$ cat src/rtl/pipe_ctrl.sv
// rtl/pipe_ctrl.sv - pipeline stall/flush control for the five-stage CPU core
//
// Merges per-stage stall requests into a 6-bit hold vector, turns a MEM-stage
// exception into a one-cycle flush plus redirect PC, and ignores all requests
// for the one cycle (SQUASH) that follows every flush.
//
// Optional feature macro: PIPE_CTRL_PERF_EN (adds saturating perf counters).
//
// Ports:
//   clk, rst                 clock, synchronous active-high reset
//   stallreq_if/id/ex/mem    per-stage stall requests
//   excepttype_i             MEM-stage exception type, 0 = none
//   cp0_epc_i                current EPC, ERET target
//   stall[5:0]               hold: bit0 PC, 1 IF, 2 ID, 3 EX, 4 MEM, 5 WB
//   flush                    squash all pipeline registers this edge
//   new_pc                   redirect target while flush=1, else 0
//   squash_o                 high while in SQUASH state
//   perf_stall_cycles        stalled-edge count (PIPE_CTRL_PERF_EN only)
//   perf_flush_count         flush count (PIPE_CTRL_PERF_EN only)

module pipe_ctrl #(
    parameter logic [31:0] EBASE     = 32'h0000_0020,
    parameter logic [31:0] ERET_CODE = 32'h0000_000e
) (
    input  logic        clk,
    input  logic        rst,
    input  logic        stallreq_if,
    input  logic        stallreq_id,
    input  logic        stallreq_ex,
    input  logic        stallreq_mem,
    input  logic [31:0] excepttype_i,
    input  logic [31:0] cp0_epc_i,
    output logic [5:0]  stall,
    output logic        flush,
    output logic [31:0] new_pc,
    output logic        squash_o
`ifdef PIPE_CTRL_PERF_EN
    ,
    output logic [31:0] perf_stall_cycles,
    output logic [31:0] perf_flush_count
`endif
);

    typedef enum logic {
        RUN    = 1'b0,
        SQUASH = 1'b1
    } state_t;

    state_t state;
    state_t state_next;

    always_ff @(posedge clk) begin
        if (rst) begin
            state <= RUN;
        end else begin
            state <= state_next;
        end
    end

    // Outputs are combinational so the pipeline registers see them at the
    // same edge. Reset forces every output low whatever the inputs are.
    always_comb begin
        state_next = state;
        stall      = 6'b000000;
        flush      = 1'b0;
        new_pc     = 32'h0000_0000;
        if (!rst) begin
            case (state)
                RUN: begin
                    if (excepttype_i != 32'h0000_0000) begin
                        // Exception wins over any stall request; every
                        // non-ERET code, defined or not, vectors to EBASE.
                        flush      = 1'b1;
                        new_pc     = (excepttype_i == ERET_CODE) ? cp0_epc_i : EBASE;
                        state_next = SQUASH;
                    end else if (stallreq_mem) begin
                        stall = 6'b011111;
                    end else if (stallreq_ex) begin
                        stall = 6'b001111;
                    end else if (stallreq_id) begin
                        stall = 6'b000111;
                    end else if (stallreq_if) begin
                        stall = 6'b000011;
                    end
                end
                SQUASH: begin
                    // Requests now come from squashed instructions; drop them.
                    state_next = RUN;
                end
                default: begin
                    state_next = RUN;
                end
            endcase
        end
    end

    // State is the register; the rst term keeps the output at its reset
    // value during the reset cycle even if reset arrives mid-SQUASH.
    assign squash_o = (state == SQUASH) && !rst;

`ifdef PIPE_CTRL_PERF_EN
    always_ff @(posedge clk) begin
        if (rst) begin
            perf_stall_cycles <= 32'h0000_0000;
            perf_flush_count  <= 32'h0000_0000;
        end else begin
            if ((stall != 6'b000000) && (perf_stall_cycles != 32'hFFFF_FFFF)) begin
                perf_stall_cycles <= perf_stall_cycles + 32'd1;
            end
            if (flush && (perf_flush_count != 32'hFFFF_FFFF)) begin
                perf_flush_count <= perf_flush_count + 32'd1;
            end
        end
    end
`endif

endmodule
$ cat config.mk
export PLATFORM = sky130hd
export DESIGN_NAME = pipe_ctrl
export DESIGN_NICKNAME = d
export VERILOG_FILES = /design/src/rtl/pipe_ctrl.sv
export SDC_FILE = /design/constraint.sdc
export NUM_CORES = 1
export LEC_CHECK = 0
export BUFFER_PORTS_ARGS = -buffer_cell sky130_fd_sc_hd__buf_2
export CORE_UTILIZATION = 31
export CTS_BUF_LIST = sky130_fd_sc_hd__clkbuf_8 sky130_fd_sc_hd__clkbuf_16
export CTS_CLUSTER_SIZE = 16
export DETAILED_ROUTE_END_ITERATION = 7
export PLACE_DENSITY = 0.89
export SLEW_MARGIN = 20
export SYNTH_ARGS = -nofsm -noshare
export SYNTH_HDL_FRONTEND = slang
export SYNTH_SLANG_ARGS = --single-unit
$ cat constraint.sdc
create_clock -name clk -period 4.1 [get_ports clk]
set_input_delay 0.82 -clock clk [delete_from_list [all_inputs] [get_ports clk]]
set_output_delay 0.82 -clock clk [all_outputs]
set_load 0.005 [all_outputs]
* Word level (Yosys, flattened, before mapping)
Cells that the tools add are included.
** Storage, ports and cells
- Logic and storage cells :: 21
- Register bits after elaboration :: 1
- Output and inout port bits :: 40
- Input port bits :: 70
** Operators by class
- Mux-type cells :: 15
- Equal/unequal tests :: 1
- Bitwise operators :: 1
- Reductions and logical operators :: 3
** Operators with widths (count)
- $mux W32 :: 4
- $eq A32 B4 Y1 const B :: 1
- $reduce_bool A32 Y1 :: 1
- $mux W5 :: 4
- $mux W4 :: 1
- $mux W1 :: 3
- $mux W3 :: 1
- $mux W2 :: 1
- $pmux W1 S2 :: 1
- $logic_and A1 B1 Y1 :: 1
- $logic_not A1 Y1 :: 1
- $not A1 Y1 :: 1

* Longest topological paths before layout
- Word-level depth :: 7
- Depth in mapped cells :: 5
- Gate-level depth less buffers :: 3

* Least setup slack after synthesis
No wires, ideal clock.
- Path kind :: input -> output
- From :: input port excepttype_i[12]
- To :: output port stall[1]
- Cell stages on the path :: 5
- Path buffers :: 2
- Required time :: 3.280 ns
- Setup slack :: 1.466 ns
- Arrival :: 1.814 ns
- Cell sequence :: nor4_1 > nand4_1 > buf_4 > nor3_1 > buf_4
** Between the ends
- Longest elaborated chain between the ends :: 4
** Ends and longest elaborated chain
- start, declared :: RTL line 31 : input logic [31:0] excepttype_i,
- $reduce_bool A32 Y1 :: RTL line 70 : if (excepttype_i != 32'h0000_0000) begin
- $mux W5 :: RTL line 70
- $mux W5 :: RTL line 68 : case (state)
- $mux W5 :: RTL line 67 : if (!rst) begin
- end, declared :: RTL line 33 : output logic [5:0] stall,
Every way passes these cells.

* Worst setup path after layout
- From :: input port excepttype_i[1]
- To :: output port new_pc[27]
** Between the ends
- Longest elaborated chain between the ends :: 5
- Elaborated cells between the ends (all ways) :: 6
- Classes of those cells :: 1 x eq/ne; 4 x mux; 1 x reduce/logical
** Ends and longest elaborated chain
- $eq A32 B4 Y1 :: RTL line 74 : new_pc = (excepttype_i == ERET_CODE) ? cp0_epc_i : EBASE;
- $mux W32 :: RTL line 74
- $mux W32 * :: RTL line 70
- $mux W32 * :: RTL line 68
- $mux W32 * :: RTL line 67
- end, declared :: RTL line 35 : output logic [31:0] new_pc,
Mark *: on every way between the ends. The rest lies on a longest branch, timed or not.

==> impl_metrics.csv <==
group,metric,value,unit
status,status,"finished, final reports clean",
placement,pre_cts_slack,1152,ps
routing,drt-vias-per-instance,5.068,
setup_path,crit_path_frequent_cell,"buf_2",
cells_and_area,layout.filler_cells,249,
routing,antenna_left,0,
cells_and_area,diodes,0,
setup_path,critical-path-top-delay-family,"simple AND/OR/NAND/NOR gates",
routing,vias,1186,
floorplan,chipHeight,50.30,um
cells_and_area,drive_gt1_share,65.53,%
setup_path,worst-setup-path-type,"primary input to output port",
placement,hpwl,2013,um
setup_path,cp-start-kind,"primary input",
timing,fin_tns_setup,0,ps
timing,slew-limit-headroom,61.10,%
grt,globalRouteMet3Util,1.212,%
yosys,avgSynthCellArea,6.515,um2
timing,skew,0,ps
flow_run,cap_violations,0,
timing,setup_ws,1160,ps
setup_path,crit_chain,"buf_2 > and3_1 > buf_4 > nand3_1 > nor3_2 > buf_2",
timing,setup-violations-final,0,
floorplan,rows,17,
yosys,synth.distinct_cells,22,
setup_path,cp_max_fo,17,
routing,route.detailed.drc,0,
cells_and_area,top_register,"state",
routing,routed_wl,2613,um
setup_path,cp_data_required_time,3280,ps
setup_path,slowest_delay,530,ps
grt,grt_overflow,0,
yosys,synth_fa_ha_area_share,0,%
yosys,synthXorXnorAreaFrac,0,%
power_and_ir_drop,switching_power,0.02560,mW
yosys,async_reset_ff_share,0,%
clock_tree,cts_setup_buffers,0,
yosys,synth_top_family_by_area,"simple AND/OR/NAND/NOR gates",
cells_and_area,largest_register_ffs,1,
timing,worst_pin_slew,583.5,ps
placement,gp_congestion,0.7849,
yosys,synth_compound_area_share,6.055,%
min_path,min_path_type,"flip-flop to flip-flop",
cells_and_area,final_common_cell,"buf_2",
yosys,synth_nets,181,
yosys,syn-instance-count,111,
cells_and_area,final_cells,234,
setup_path,r2r_cells,3,
yosys,syn_area,723.2,um2
floorplan,num_io_pins,110,
cells_and_area,mostFrequentLayoutCells,"108 x buf_2, 33 x nand3_1, 20 x nor3_2",
min_path,min_from,"state$_SDFF_PP0_",
clock_tree,hold_buffers,0,
setup_path,crit_buf_inv,3,
placement,dp_cells,234,
power_and_ir_drop,power.total,0.06792,mW
floorplan,start_util,32.69,%
cells_and_area,regArea,20.02,um2
floorplan,fp.coreArea,2212,um2
floorplan,dieWidth,50.30,um
power_and_ir_drop,power_leakage,0.5667,nW
power_and_ir_drop,powerDensity,55.45,nW/um2
setup_path,worstPathArrival,2120,ps
grt,grt_pass1_wl,4160,um
timing,fmax,340.1,MHz
cells_and_area,multi_input_area,584.3,um2
yosys,synth_edf_count,0,
cells_and_area,finalNetCount,278,
yosys,muxShareOfSynthArea,0,%
cells_and_area,largest_registers,"state: 1 flops",
yosys,ys_ff_latch,1,
setup_path,cp.depth,6,
clock_tree,cts.clk_slew.worst_paths,0,ps
yosys,synth_flop_cell,"dfxtp_1",
power_and_ir_drop,peakVddDrop,67.05,uV
grt,globalRouteTotalUtil,19.87,%
timing,final.period_utilization,71.71,%
setup_path,crit_path_end_kind,"output port",
timing,rsz0062_at_grt,"no",
yosys,synth-simple-area-share,73.88,%
yosys,ys_seq_area_share,2.768,%
power_and_ir_drop,swShare,37.69,%
setup_path,crit_slowest_cell,"and3_1",
setup_path,crit_path_start,"excepttype_i[1]",
clock_tree,cts_resized,0,
routing,detail_route.wl_per_cell,11.17,um
power_and_ir_drop,seqPwrFrac,16.4,%
routing,first_iter_violations,21,
grt,antenna_found_initial,0,
timing,period_needed,2940,ps
clock_tree,worstSkewPairLatency,0,ps
setup_path,r2r-start,"state$_SDFF_PP0_",
placement,portBuffers,108,
grt,grt_max_degree,39,
cells_and_area,area_delta_synth_final,69.38,%
min_path,min_path_cells,3,
grt,grt_pass1_vias,995,
power_and_ir_drop,cell_internal_pwr,0.04232,mW
routing,first_pass_iters,4,
timing,finalMaxSlewViolations,0,
grt,grtUsageMet2,41.33,%
power_and_ir_drop,pwr-share-clk,0,%
yosys,yosysWarningCount,0,
floorplan,dieArea,2530,um2
power_and_ir_drop,combPwrFrac,83.6,%
timing,hold_viol,0,
grt,grt_util_met1,22.08,%
grt,gr-max-usage-layer,"met2",
stage by stage:
stage / util, % / instance area (um2) / hold WS [ps]
floorplan: - / 723.2 / 803.6
global placement: 55.37 / 1225 / 744.3
detailed placement: 55.37 / 1225 / 747.4
CTS: 55.37 / 1225 / 748.8
global route: 55.37 / 1225 / 783.9
finish: 55.37 / 1225 / 742.3
cell usage after synthesis (3+ instances only):
| cell | number | area share (%) |
|---|---|---|
| buf_4 | 3 | 3.1 |
| buf_1 | 3 | 1.6 |
| buf_2 | 4 | 2.8 |
| nor3_2 | 20 | 28 |
| o31a_1 | 3 | 3.6 |
| nor3_1 | 16 | 11 |
| nor4_1 | 6 | 5.2 |
| nand3_1 | 33 | 23 |
| buf_6 | 4 | 6.2 |
| clkbuf_1 | 4 | 2.1 |
power by group through the flow:
| stage | Combinational, mW | Sequential, mW | Clock, mW |
|---|---|---|---|
| 2_1_floorplan | 0.0205 | 0.0108 | 0 |
| 3_3_place_gp | 0.0559 | 0.0112 | 0 |
| 3_5_place_dp | 0.0568 | 0.0112 | 0 |
| 4_1_cts | 0.0571 | 0.0112 | 0 |
| 5_1_grt | 0.0634 | 0.0113 | 0 |
| 6_report | 0.0568 | 0.0112 | 0 |
cell families after synthesis:
logic type | after synthesis
flops | 1
compound gates | 6
simple gates | 83
other cells | 1
buf+inv | 20
worst paths after layout:
| kind | end | slack [ps] |
|---|---|---|
| min | state$_SDFF_PP0_ | 740 |
| min reg2reg | state$_SDFF_PP0_ | 740 |
| max | new_pc[27] | 1160 |
| max reg2reg | state$_SDFF_PP0_ | 3240 |
layout make-up:
class | count | area share (%)
timing repair buffer | 113 | 47.19
multi-input combinational | 90 | 47.70
inverter | 2 | 0.6129
sequential | 1 | 1.634
tap | 28 | 2.860
worst register-to-register path: stages, from the launching register on:
cell and delay, ps:
dfxtp_1 300, nor2_2 90, buf_4 240, o31a_1 160
per-layer routing:
| metal | share of wire, % | wire length [um] |
|---|---|---|
| met1 | 41 | 1069 |
| met2 | 53 | 1378 |
| met3 | 5.8 | 151 |
| met4 | 0.50 | 13 |
| met5 | 0 | 0 |
Power figures use the tool's default switching activity.
